`src/rtl/ble_auth_rx_if.sv`:
```
// rtl/ble_auth_rx_if.sv - serial line, rider sense and receive/authorization outputs of ble_auth_rx
interface ble_auth_rx_if;
  logic       RX;
  logic       rider_off;
  logic [7:0] rx_data;
  logic       rx_rdy;
  logic       frm_err;
  logic       pwr_up;

  modport master (
    output RX,
    output rider_off,
    input  rx_data,
    input  rx_rdy,
    input  frm_err,
    input  pwr_up
  );

  modport slave (
    input  RX,
    input  rider_off,
    output rx_data,
    output rx_rdy,
    output frm_err,
    output pwr_up
  );
endinterface

```
`src/rtl/ble_auth_rx.sv`:
```
// rtl/ble_auth_rx.sv - 8N1 UART receiver feeding the 'g'/'s' balance authorization FSM
module ble_auth_rx #(
  parameter int BAUD_DIV = 2604
) (
  input logic        clk,
  input logic        rst,
  ble_auth_rx_if.slave bus
);

  localparam logic [11:0] BAUD_FULL = 12'(BAUD_DIV);
  localparam logic [11:0] BAUD_HALF = 12'(BAUD_DIV / 2);
  localparam logic [7:0]  CHAR_G    = 8'h67;
  localparam logic [7:0]  CHAR_S    = 8'h73;

  typedef enum logic [1:0] {
    RX_IDLE,
    RX_START,
    RX_DATA,
    RX_STOP
  } rx_state_t;

  typedef enum logic [1:0] {
    AUTH_OFF,
    AUTH_PWR1,
    AUTH_PWR2
  } auth_state_t;

  rx_state_t   rx_state, rx_next;
  auth_state_t auth_state, auth_next;

  logic        rx_s1, rx_s2, rx_hist;
  logic        rx_fall;
  logic [11:0] baud_cnt;
  logic        baud_exp;
  logic [2:0]  bit_cnt;
  logic [8:0]  shreg;
  logic [7:0]  rx_data_q;
  logic        rx_rdy_q;
  logic        frm_err_q;
  logic        pwr_up_q;
  logic        rider_q;

  logic        load_half;
  logic        load_full;
  logic        shift_en;
  logic        stop_ok;
  logic        stop_bad;

  // Synchronizer and history flops idle high so reset never fakes a start edge.
  always_ff @(posedge clk) begin
    if (rst) begin
      rx_s1   <= 1'b1;
      rx_s2   <= 1'b1;
      rx_hist <= 1'b1;
    end else begin
      rx_s1   <= bus.RX;
      rx_s2   <= rx_s1;
      rx_hist <= rx_s2;
    end
  end

  // A start needs the line seen high first, so a held-low line cannot retrigger.
  assign rx_fall  = rx_hist & ~rx_s2;
  // Expiry one count before zero keeps each bit period exactly the loaded value.
  assign baud_exp = (baud_cnt == 12'd1);

  always_ff @(posedge clk) begin
    if (rst) begin
      rx_state <= RX_IDLE;
    end else begin
      rx_state <= rx_next;
    end
  end

  always_comb begin
    rx_next = rx_state;
    case (rx_state)
      RX_IDLE: begin
        if (rx_fall) rx_next = RX_START;
      end
      RX_START: begin
        if (baud_exp) rx_next = rx_s2 ? RX_IDLE : RX_DATA;
      end
      RX_DATA: begin
        if (baud_exp && (bit_cnt == 3'd7)) rx_next = RX_STOP;
      end
      RX_STOP: begin
        if (baud_exp) rx_next = RX_IDLE;
      end
      default: rx_next = RX_IDLE;
    endcase
  end

  always_comb begin
    load_half = 1'b0;
    load_full = 1'b0;
    shift_en  = 1'b0;
    stop_ok   = 1'b0;
    stop_bad  = 1'b0;
    case (rx_state)
      RX_IDLE:  load_half = rx_fall;
      RX_START: load_full = baud_exp & ~rx_s2;
      RX_DATA: begin
        shift_en  = baud_exp;
        load_full = baud_exp;
      end
      RX_STOP: begin
        stop_ok  = baud_exp & rx_s2;
        stop_bad = baud_exp & ~rx_s2;
      end
      default: begin
        load_half = 1'b0;
      end
    endcase
  end

  always_ff @(posedge clk) begin
    if (rst) begin
      baud_cnt  <= 12'd0;
      bit_cnt   <= 3'd0;
      shreg     <= 9'd0;
      rx_data_q <= 8'h00;
      rx_rdy_q  <= 1'b0;
      frm_err_q <= 1'b0;
    end else begin
      rx_rdy_q  <= stop_ok;
      frm_err_q <= stop_bad;

      if (load_half) begin
        baud_cnt <= BAUD_HALF;
      end else if (load_full) begin
        baud_cnt <= BAUD_FULL;
      end else if (rx_state == RX_IDLE) begin
        baud_cnt <= 12'd0;
      end else if (baud_cnt != 12'd0) begin
        baud_cnt <= baud_cnt - 12'd1;
      end

      if (rx_state != RX_DATA) begin
        bit_cnt <= 3'd0;
      end else if (shift_en) begin
        bit_cnt <= bit_cnt + 3'd1;
      end

      // LSB arrives first, so right-shifting into bit 7 leaves the byte in [7:0].
      if (shift_en) begin
        shreg <= {shreg[8], rx_s2, shreg[7:1]};
      end else if (stop_ok || stop_bad) begin
        shreg[8] <= rx_s2;
      end

      if (stop_ok) begin
        rx_data_q <= shreg[7:0];
      end
    end
  end

  always_ff @(posedge clk) begin
    if (rst) begin
      auth_state <= AUTH_OFF;
      pwr_up_q   <= 1'b0;
      rider_q    <= 1'b0;
    end else begin
      auth_state <= auth_next;
      pwr_up_q   <= (auth_next != AUTH_OFF);
      rider_q    <= bus.rider_off;
    end
  end

  // Only good bytes reach rx_rdy_q, so framing errors never move this FSM.
  always_comb begin
    auth_next = auth_state;
    if (rx_rdy_q || (bus.rider_off != rider_q)) begin
      case (auth_state)
        AUTH_OFF: begin
          if (rx_rdy_q && (rx_data_q == CHAR_G)) auth_next = AUTH_PWR1;
        end
        AUTH_PWR1: begin
          if (rx_rdy_q && (rx_data_q == CHAR_S)) begin
            auth_next = bus.rider_off ? AUTH_OFF : AUTH_PWR2;
          end
        end
        AUTH_PWR2: begin
          if (rx_rdy_q && (rx_data_q == CHAR_G)) begin
            auth_next = AUTH_PWR1;
          end else if (bus.rider_off) begin
            auth_next = AUTH_OFF;
          end
        end
        default: auth_next = AUTH_OFF;
      endcase
    end
  end

  assign bus.rx_data = rx_data_q;
  assign bus.rx_rdy  = rx_rdy_q;
  assign bus.frm_err = frm_err_q;
  assign bus.pwr_up  = pwr_up_q;

endmodule
```
`src/flat_wrapper.sv`:
```
// flat-port wrapper written by rule: the top's interface ports become plain ports
module ble_auth_rx_flat 
#(
  parameter int BAUD_DIV = 2604
)
  (clk, rst, bus_RX, bus_rider_off, bus_rx_data, bus_rx_rdy, bus_frm_err, bus_pwr_up);
  ble_auth_rx_if bus_i ();
  input logic clk;
  input logic rst;
  input wire logic [$bits(bus_i.RX)-1:0] bus_RX;
  input wire logic [$bits(bus_i.rider_off)-1:0] bus_rider_off;
  output wire logic [$bits(bus_i.rx_data)-1:0] bus_rx_data;
  output wire logic [$bits(bus_i.rx_rdy)-1:0] bus_rx_rdy;
  output wire logic [$bits(bus_i.frm_err)-1:0] bus_frm_err;
  output wire logic [$bits(bus_i.pwr_up)-1:0] bus_pwr_up;
  assign bus_i.RX = bus_RX;
  assign bus_i.rider_off = bus_rider_off;
  assign bus_rx_data = bus_i.rx_data;
  assign bus_rx_rdy = bus_i.rx_rdy;
  assign bus_frm_err = bus_i.frm_err;
  assign bus_pwr_up = bus_i.pwr_up;
  ble_auth_rx #(.BAUD_DIV(BAUD_DIV)) u_core (.clk(clk), .rst(rst), .bus(bus_i));
endmodule
```
`config.mk`:
```
export PLATFORM = sky130hd
export DESIGN_NAME = ble_auth_rx_flat
export DESIGN_NICKNAME = d
export VERILOG_FILES = /design/src/rtl/ble_auth_rx_if.sv /design/src/rtl/ble_auth_rx.sv /design/src/flat_wrapper.sv
export SDC_FILE = /design/constraint.sdc
export NUM_CORES = 1
export LEC_CHECK = 0
export ABC_AREA = 1
export BUFFER_PORTS_ARGS = -buffer_cell sky130_fd_sc_hd__buf_2
export CAP_MARGIN = 0
export CORE_MARGIN = 2
export CORE_UTILIZATION = 45
export CTS_CLUSTER_DIAMETER = 100
export CTS_CLUSTER_SIZE = 25
export DETAILED_ROUTE_END_ITERATION = 6
export GPL_ROUTABILITY_DRIVEN = 1
export SLEW_MARGIN = 20
export SYNTH_ARGS = -nofsm -noshare
export SYNTH_HDL_FRONTEND = slang
export SYNTH_SLANG_ARGS = --single-unit
```
`constraint.sdc`:
```
create_clock -name clk -period 1.85 [get_ports clk]
set_clock_uncertainty 0.2 [all_clocks]
set_input_delay 0.37 -clock clk [delete_from_list [all_inputs] [get_ports clk]]
set_output_delay 0.37 -clock clk [all_outputs]
set_load 0.05 [all_outputs]
```
; ---- Word level (Yosys, flattened, before mapping)
; Cells that the tools add are included.
[classes]
shifts = 0
n_lt_le_gt_ge = 0
n_mux = 21
reduce_logical = 15
mul = 0
n_eq_ne = 15
div_mod_pow = 0
bitwise_logic = 5
n_addsub = 2
[ops]
columns = op, n
row1 = two-way mux 12 bit, 3
row2 = two-way mux 2 bit, 11
row3 = "equality test 8 x 7 -> 1 bit, second input constant", 2
row4 = "equality test 12 x 1 -> 1 bit, second input constant", 1
row5 = nonzero test 12 bit, 1
row6 = "subtractor 12 x 1 -> 12 bit, second input constant", 1
row7 = two-way mux 11 bit, 1
row8 = "inequality test 2 x 1 -> 1 bit, second input constant", 4
row9 = one-hot mux 2 bit (4 select lines), 1
row10 = "equality test 2 bit, second input constant", 3
row11 = one-hot mux 2 bit (3 select lines), 1
row12 = OR reduction 2 bit, 3
row13 = "equality test 2 x 1 -> 1 bit, second input constant", 2
row14 = zero test 2 bit, 2
row15 = AND reduction 4 bit, 1
row16 = nonzero test 4 bit, 1
row17 = OR reduction 4 bit, 1
row18 = "adder 3 x 1 -> 3 bit, second input constant", 1
row19 = AND 1 bit, 3
row20 = "equality test 3 bit, second input constant", 1
row21 = logical AND 1 bit, 3
row22 = two-way mux 1 bit, 3
row23 = nonzero test 3 bit, 1
row24 = "inequality test 2 bit, second input constant", 1
row25 = other kinds (5), 6
[totals]
ff_bits = 42
elab_cells = 73
romBits = 0
in_bits = 4
mem_count = 0
latch_bits = 0
output_inout_bits = 11
ram_bits = 0

; ---- Logic depth before layout (Yosys ltp)
; Gate-level depths: netlist of run 1.
[logic_depth]
depth_word = 6
mapped_depth = 11
mapped_depth_nobuf = 11

; ---- Worst setup path after synthesis of run 1
; OpenSTA, ideal clock, no wires.
[synth_path]
kind = register to register
startpoint = register u_core.rx_data_q[4] (netlist: u_core.bus.rx_data[4])
endpoint = register u_core.pwr_up_q (netlist: u_core.bus.pwr_up)
setup_slack_ns = 0.141
t_arrival_ns = 1.386
stages_incl_launch_ff = 8
t_required_ns = 1.527
cell_sequence = dfxtp_1 inv_1 nor3_1 nand2_1 nand2_1 o21ai_0 o21ai_0 nand2_1
[synth_via]
elab_chain_cells = 6
[synth_rtl]
columns = element, line_no
row1 = from (decl), ble_auth_rx.sv:37  ; logic [7:0] rx_data_q;
row2 = from (signal assigned), ble_auth_rx.sv:153  ; rx_data_q <= shreg[7:0];
row3 = "equality test 8 x 7 -> 1 bit, on equally long branches", "ble_auth_rx.sv:176, ble_auth_rx.sv:184, ble_auth_rx.sv:179"
row4 = "logical AND 1 bit, on equally long branches", "ble_auth_rx.sv:176, ble_auth_rx.sv:184, ble_auth_rx.sv:179"
row5 = "two-way mux 2 bit, on equally long branches", "ble_auth_rx.sv:184, ble_auth_rx.sv:176, ble_auth_rx.sv:179"
row6 = one-hot mux 2 bit (3 select lines) *, ble_auth_rx.sv:174  ; case (auth_state)
row7 = two-way mux 2 bit *, ble_auth_rx.sv:173  ; if (rx_rdy_q || (bus.rider_off != rider_q)) begin
row8 = nonzero test 2 bit *, ble_auth_rx.sv:165  ; pwr_up_q <= (auth_next != AUTH_OFF);
row9 = to (signal assigned), ble_auth_rx.sv:165
row10 = to (decl), ble_auth_rx.sv:40  ; logic pwr_up_q;
; Every way passes the cells marked *; elsewhere a longest branch is shown, timed or not.
; A chain may end at the register's enable or synchronous reset.

==> results.cfg, run 1 <==
[outcome]
outcome = completed

[clocking]
clock_path_buffers = 2
cts-resized-gates = 0
clock_sinks = 42
post-cts-setup-buffers = 0
hold_buffers = 0
insertion_delay_ps = 290
root_buffer = clkbuf_8
clkTransAtPathRegs_ps = 90
numCtsBuffers = 5
cts_tree = yes
h-tree-depth = 2

[cells_and_area]
syn_to_final_growth_pct = 13.1
drive_above_1_share_pct = 15.1
finish.utilization_pct = 52.6
antenna_cells = 0
finish.net_count = 317

[power_and_ir_drop]
power_mw = 3.09
ir_drop_v = 0.000639
power.leakage_nw = 1.15
pwr_density_cell_mw_per_mm2 = 1350

[yosys]
syn_area_per_cell_um2 = 7.19
syn-instance-count = 282
yosys_warnings = 0
synth_cell_types = 23
synth-seq-cells = 42
syn-cell-area_mm2 = 0.00203
syn_nets = 295
seq_area_frac_synth_pct = 41.5

[routing]
drt_iter0_markers = 111
drc_errors = 0
route.met3.wl_um = 149
highest_layer = met4
routed_wl_um = 3910
wl_met2_um = 1650
vias = 1703
avgViaCountPerCell = 4.77
dr.pass1.iters = 4
drtAntennaViolNets = 0
met1Wirelength_um = 2050
wl_per_cell_um = 10.9

[worst_setup_path]
crit_type = reg2reg
crit_required_ps = 1850
cp.arrival_ps = 1660
startpoint = u_core.bit_cnt[0]
critPathMaxStageDelay_ps = 330
cp-end-kind = flop
r2r_slack_ps = 190
r2r_start = u_core.bit_cnt[0]
path_depth = 9
path_cells = ha_1, ha_1, or2_2, nand3_1, nand2_1, nand3_1, nand2_1, inv_1, nor2_1
critPathBufInv = 1
crit_slowest_cell = dfxtp_1
cp_max_fo = 4
r2r_cells = 9
crit_family = simple AND/OR/NAND/NOR gates
start_kind = flop

[floorplan]
die-height_um = 71.1
die_area_mm2 = 0.00506
ioPinCount = 15
fp.coreArea_mm2 = 0.00435
row_count = 24
die_w_um = 71.1
floorplan.initialDensity_pct = 46.6

[flow_run]
max_cap_violations = 0

[place]
place_hpwl_um = 2930
portBuffers = 14
routabilityCongestion = 0.801

[sta]
hold_violations = 0
rsz0062_at_grt = no
finalSetupTns_ps = 0
maxSlewHeadroom_pct = 82.2
period_share_pct = 89.9
period_minus_slack_ps = 1660
worst_pin_slew_ps = 264
slew_viol_final = 0
fmaxAchievable_mhz = 602
setup_viol = 0

[global_route]
gr-usage-all-layers_pct = 18.0
antenna_found_initial = 0
grt_max_degree = 19
grt_pass1_vias = 1582
grt_pass1_wl_um = 7290
globalRouteOverflowTotal = 0

[min_path]
hold_path.class = in2reg
[layer usage]
| layer | GRT usage (%) | up-vias |
|---|---|---|
| met3 | 4.42 | 6 |
| li1 | - | 937 |
| met2 | 25.8 | 27 |
| met1 | 26.5 | 733 |
| met4 | 5.66 | 0 |
| met5 | 0 | - |
[cells in the final DEF, fill, tap and decap left out, drive strengths merged]
cell and count:
a21oi 18, xor2 4, inv 35, bufinv 1, clkbuf 5, or2 3, dfxtp 42, xnor2 3
nand3b 1, ha 9, buf 20, nand2 61, o21ai 16, nand3 19, nor2 58, nand4 6
nor3 3, clkinv 1
[synthesized netlist by cell type]
cell      number  share of area, %
nand3_4        1              0.86
nand3_1       18               4.4
or2_2          3              0.93
nor3_1         3              0.74
nor2_4         4               2.2
nand4_1        6               1.9
inv_6          1              0.43
a21oi_1       18               4.4
ha_1           9               5.6
clkbuf_1       2              0.37
nand2_1       58                11
o21ai_0       16               4.0
nand3b_1       1              0.37
nand2_4        1              0.56
xor2_1         4               1.7
buf_6          1              0.56
dfxtp_1       42                41
xnor2_1        3               1.3
inv_1         31               5.7
buf_4          2              0.74
nor2_1        54                10
nand2_2        2              0.62
inv_2          2              0.37
[worst register-to-register path, cell delays in order (launching register included)]
cell and delay, ps:
dfxtp_1 330, ha_1 200, ha_1 170, or2_2 290
nand3_1 80, nand2_1 100, nand3_1 80, nand2_1 50
inv_1 40, nor2_1 30
[where the power goes]
group | switching (mW) | internal, mW
combinational | 0.819 | 0.453
clock | 0.335 | 0.405
sequential | 0.0833 | 0.999
total | 1.24 | 1.86
[logic make-up (layout without fill, tap and decap cells)]
logic type	after synthesis	count (layout)	synth area share [%]
simple gates	151	151	33.3
compound gates	34	34	8.40
flops	42	42	41.5
fa+ha+maj	9	9	5.56
buf+inv	39	62	8.21
xor+xnor	7	7	3.02
[state kept, by name (all words and copies together) (netlist names), 2 cells and up, named ones only]
name	cells
u_core.auth_state	2
u_core.shreg	8
u_core.baud_cnt	12
u_core.bit_cnt	3
u_core.bus.rx_data	8
[worst min-delay path by stage]
stage,startpoint,endpoint,slack (ps),depth (start not counted)
detailed placement,u_core.rx_s1,u_core.rx_s2,200,1
global route,bus_RX,u_core.rx_s1,40,2
CTS,bus_RX,u_core.rx_s1,50,2
floorplan,u_core.rx_s1,u_core.rx_s2,190,1
finish,bus_RX,u_core.rx_s1,50,2
global placement,u_core.rx_s1,u_core.rx_s2,200,1
[stage by stage]
| stage | std cells | worst slack [ps] | hold slack (ps) | instance area [µm²] |
|---|---|---|---|---|
| 2_1_floorplan | 282 | 141 | 189 | 2030 |
| 3_3_place_gp | 349 | 138 | 201 | 2170 |
| 3_5_place_dp | 349 | 130 | 197 | 2170 |
| 4_1_cts | 357 | 110 | 49.1 | 2290 |
| 5_1_grt | 357 | 9.30 | 43.0 | 2290 |
| 6_report | 357 | 188 | 54.1 | 2290 |
[cell type report]
| cell class | count | area (µm²) |
|---|---|---|
| tap | 52 | 65.1 |
| clock inverter | 3 | 43.8 |
| multi-input combinational | 201 | 1020 |
| inverter | 34 | 133 |
| clock buffer | 5 | 68.8 |
| sequential | 42 | 842 |
| fill | 422 | 2060 |
| timing repair buffer | 20 | 115 |
Power figures use the tool's default switching activity.
==> run 2: changes to the inputs <==
- CORE_ASPECT_RATIO: unset -> 1.1
==> results.cfg, run 2 (synthesized netlist as in run 1, its figures left out) <==
[cells_and_area]
layout_common_cells = nand2_1 (58), nor2_1 (54), dfxtp_1 (41)
top_register = u_core.baud_cnt
largest_reg_flops = 12
syn_to_final_growth_pct = 12.8
antenna_cells = 0
stdcell_count = 360
drive_above_1_share_pct = 14.7
layout_commonest_cell = nand2_1
finish.net_count = 318

[floorplan]
die_area_mm2 = 0.00506
floorplan.initialDensity_pct = 47.0
fp.coreArea_mm2 = 0.00432
row_count = 25
ioPinCount = 15
die-height_um = 74.4
die_w_um = 68.0

[power_and_ir_drop]
ir_drop_v = 0.000565
power.leakage_nw = 1.14
pwr_density_cell_mw_per_mm2 = 1290

[routing]
dr.pass1.iters = 4
routed_wl_um = 4010
avgViaCountPerCell = 4.78
drtAntennaViolNets = 0
drt_iter0_markers = 104
drc_errors = 0
vias = 1721
wl_per_cell_um = 11.1

[sta]
period_share_pct = 92.0
slew_viol_final = 0
period_minus_slack_ps = 1700
maxSlewHeadroom_pct = 79.4
setup_viol = 0
worst_pin_slew_ps = 309
whs_ps = 50.7
hold_violations = 0
fmaxAchievable_mhz = 588
rsz0062_at_grt = yes

[global_route]
globalRouteOverflowTotal = 0
grt_max_degree = 22
antenna_found_initial = 0
gr-usage-all-layers_pct = 18.2
grt_pass1_vias = 1504
grt_pass1_wl_um = 6840

[min_path]
hold_path.class = in2reg

[clocking]
h-tree-depth = 2
hold_buffers = 0
insertion_delay_ps = 300
clock_sinks = 42
numCtsBuffers = 5
clkTransAtPathRegs_ps = 80
root_buffer = clkbuf_8
clock_path_buffers = 2
cts_tree = yes

[worst_setup_path]
cp-end-kind = flop
crit_type = reg2reg
cp_max_fo = 5
cp.arrival_ps = 1740
start_kind = flop
crit_required_ps = 1890

[flow_run]
max_cap_violations = 0

[outcome]
outcome = completed

[place]
portBuffers = 14
place_hpwl_um = 2910
place_inst = 349
routabilityCongestion = 0.807
## run 2: cell count changes in the layout (fill, tap and decap cells not counted), sizes merged
cell	delta
bufinv	-1
buf	+1
clkinv	+1
inv	-1
clkinvlp	+1
## run 2: routing by layer
metal / GRT usage, % / vias up / routed length, µm
li1: - / 938 / -
met4: 7.33 / 0 / 72
met5: 0 / - / 0
met3: 4.99 / 6 / 106
met1: 25.2 / 759 / 2050
met2: 26.9 / 18 / 1790
## run 2: critical path, cell delays in order (launching register included)
cell	delay, ps
dfxtp_1	380
inv_1	110
ha_1	200
nand2_1	60
nor2_1	40
nand2_1	160
nand2_1	90
nor2_1	200
nand2_1	80
a21oi_1	110
## run 2: final cells by class
cell class / instances / area, µm²
fill: 418 / 2030
multi-input combinational: 201 / 1020
timing repair buffer: 21 / 135
sequential: 42 / 842
tap: 54 / 67.6
inverter: 34 / 133
clock buffer: 5 / 68.8
clock inverter: 3 / 21.3
## run 2: what timing repair did
item | 4_1_cts | 5_1_grt
gates resized for setup | 0 | 3
setup endpoints to repair | 0 | 18
setup buffers | 0 | 3
## run 2: stage by stage
stage	instance area, µm²	setup WS, ps	setup TNS [ps]	total power, mW	utilization [%]
floorplan	2030	141	0	2.12	-
global placement	2170	65.7	0	2.35	50.3
detailed placement	2170	80.0	0	2.35	50.3
CTS	2260	62.3	0	2.96	52.4
global route	2290	-24.0	-42.8	3.22	53.0
finish	2290	149	0	2.94	53.0
## run 2: final timing paths
path / slack, ps / depth (start not counted) / startpoint / end
setup / recovery: 150 / 9 / u_core.baud_cnt[0] / u_core.baud_cnt[10]
setup reg to reg: 150 / 9 / u_core.baud_cnt[0] / u_core.baud_cnt[10]
hold / removal: 50 / 2 / bus_RX / u_core.rx_s1
hold reg to reg: 210 / 1 / u_core.rx_s1 / u_core.rx_s2
## run 2: power breakdown
group	internal [mW]	switching, mW	total [mW]	leakage (nW)
clock network	0.265	0.333	0.598	0.0441
logic	0.445	0.813	1.26	0.759
registers	0.999	0.0832	1.08	0.341
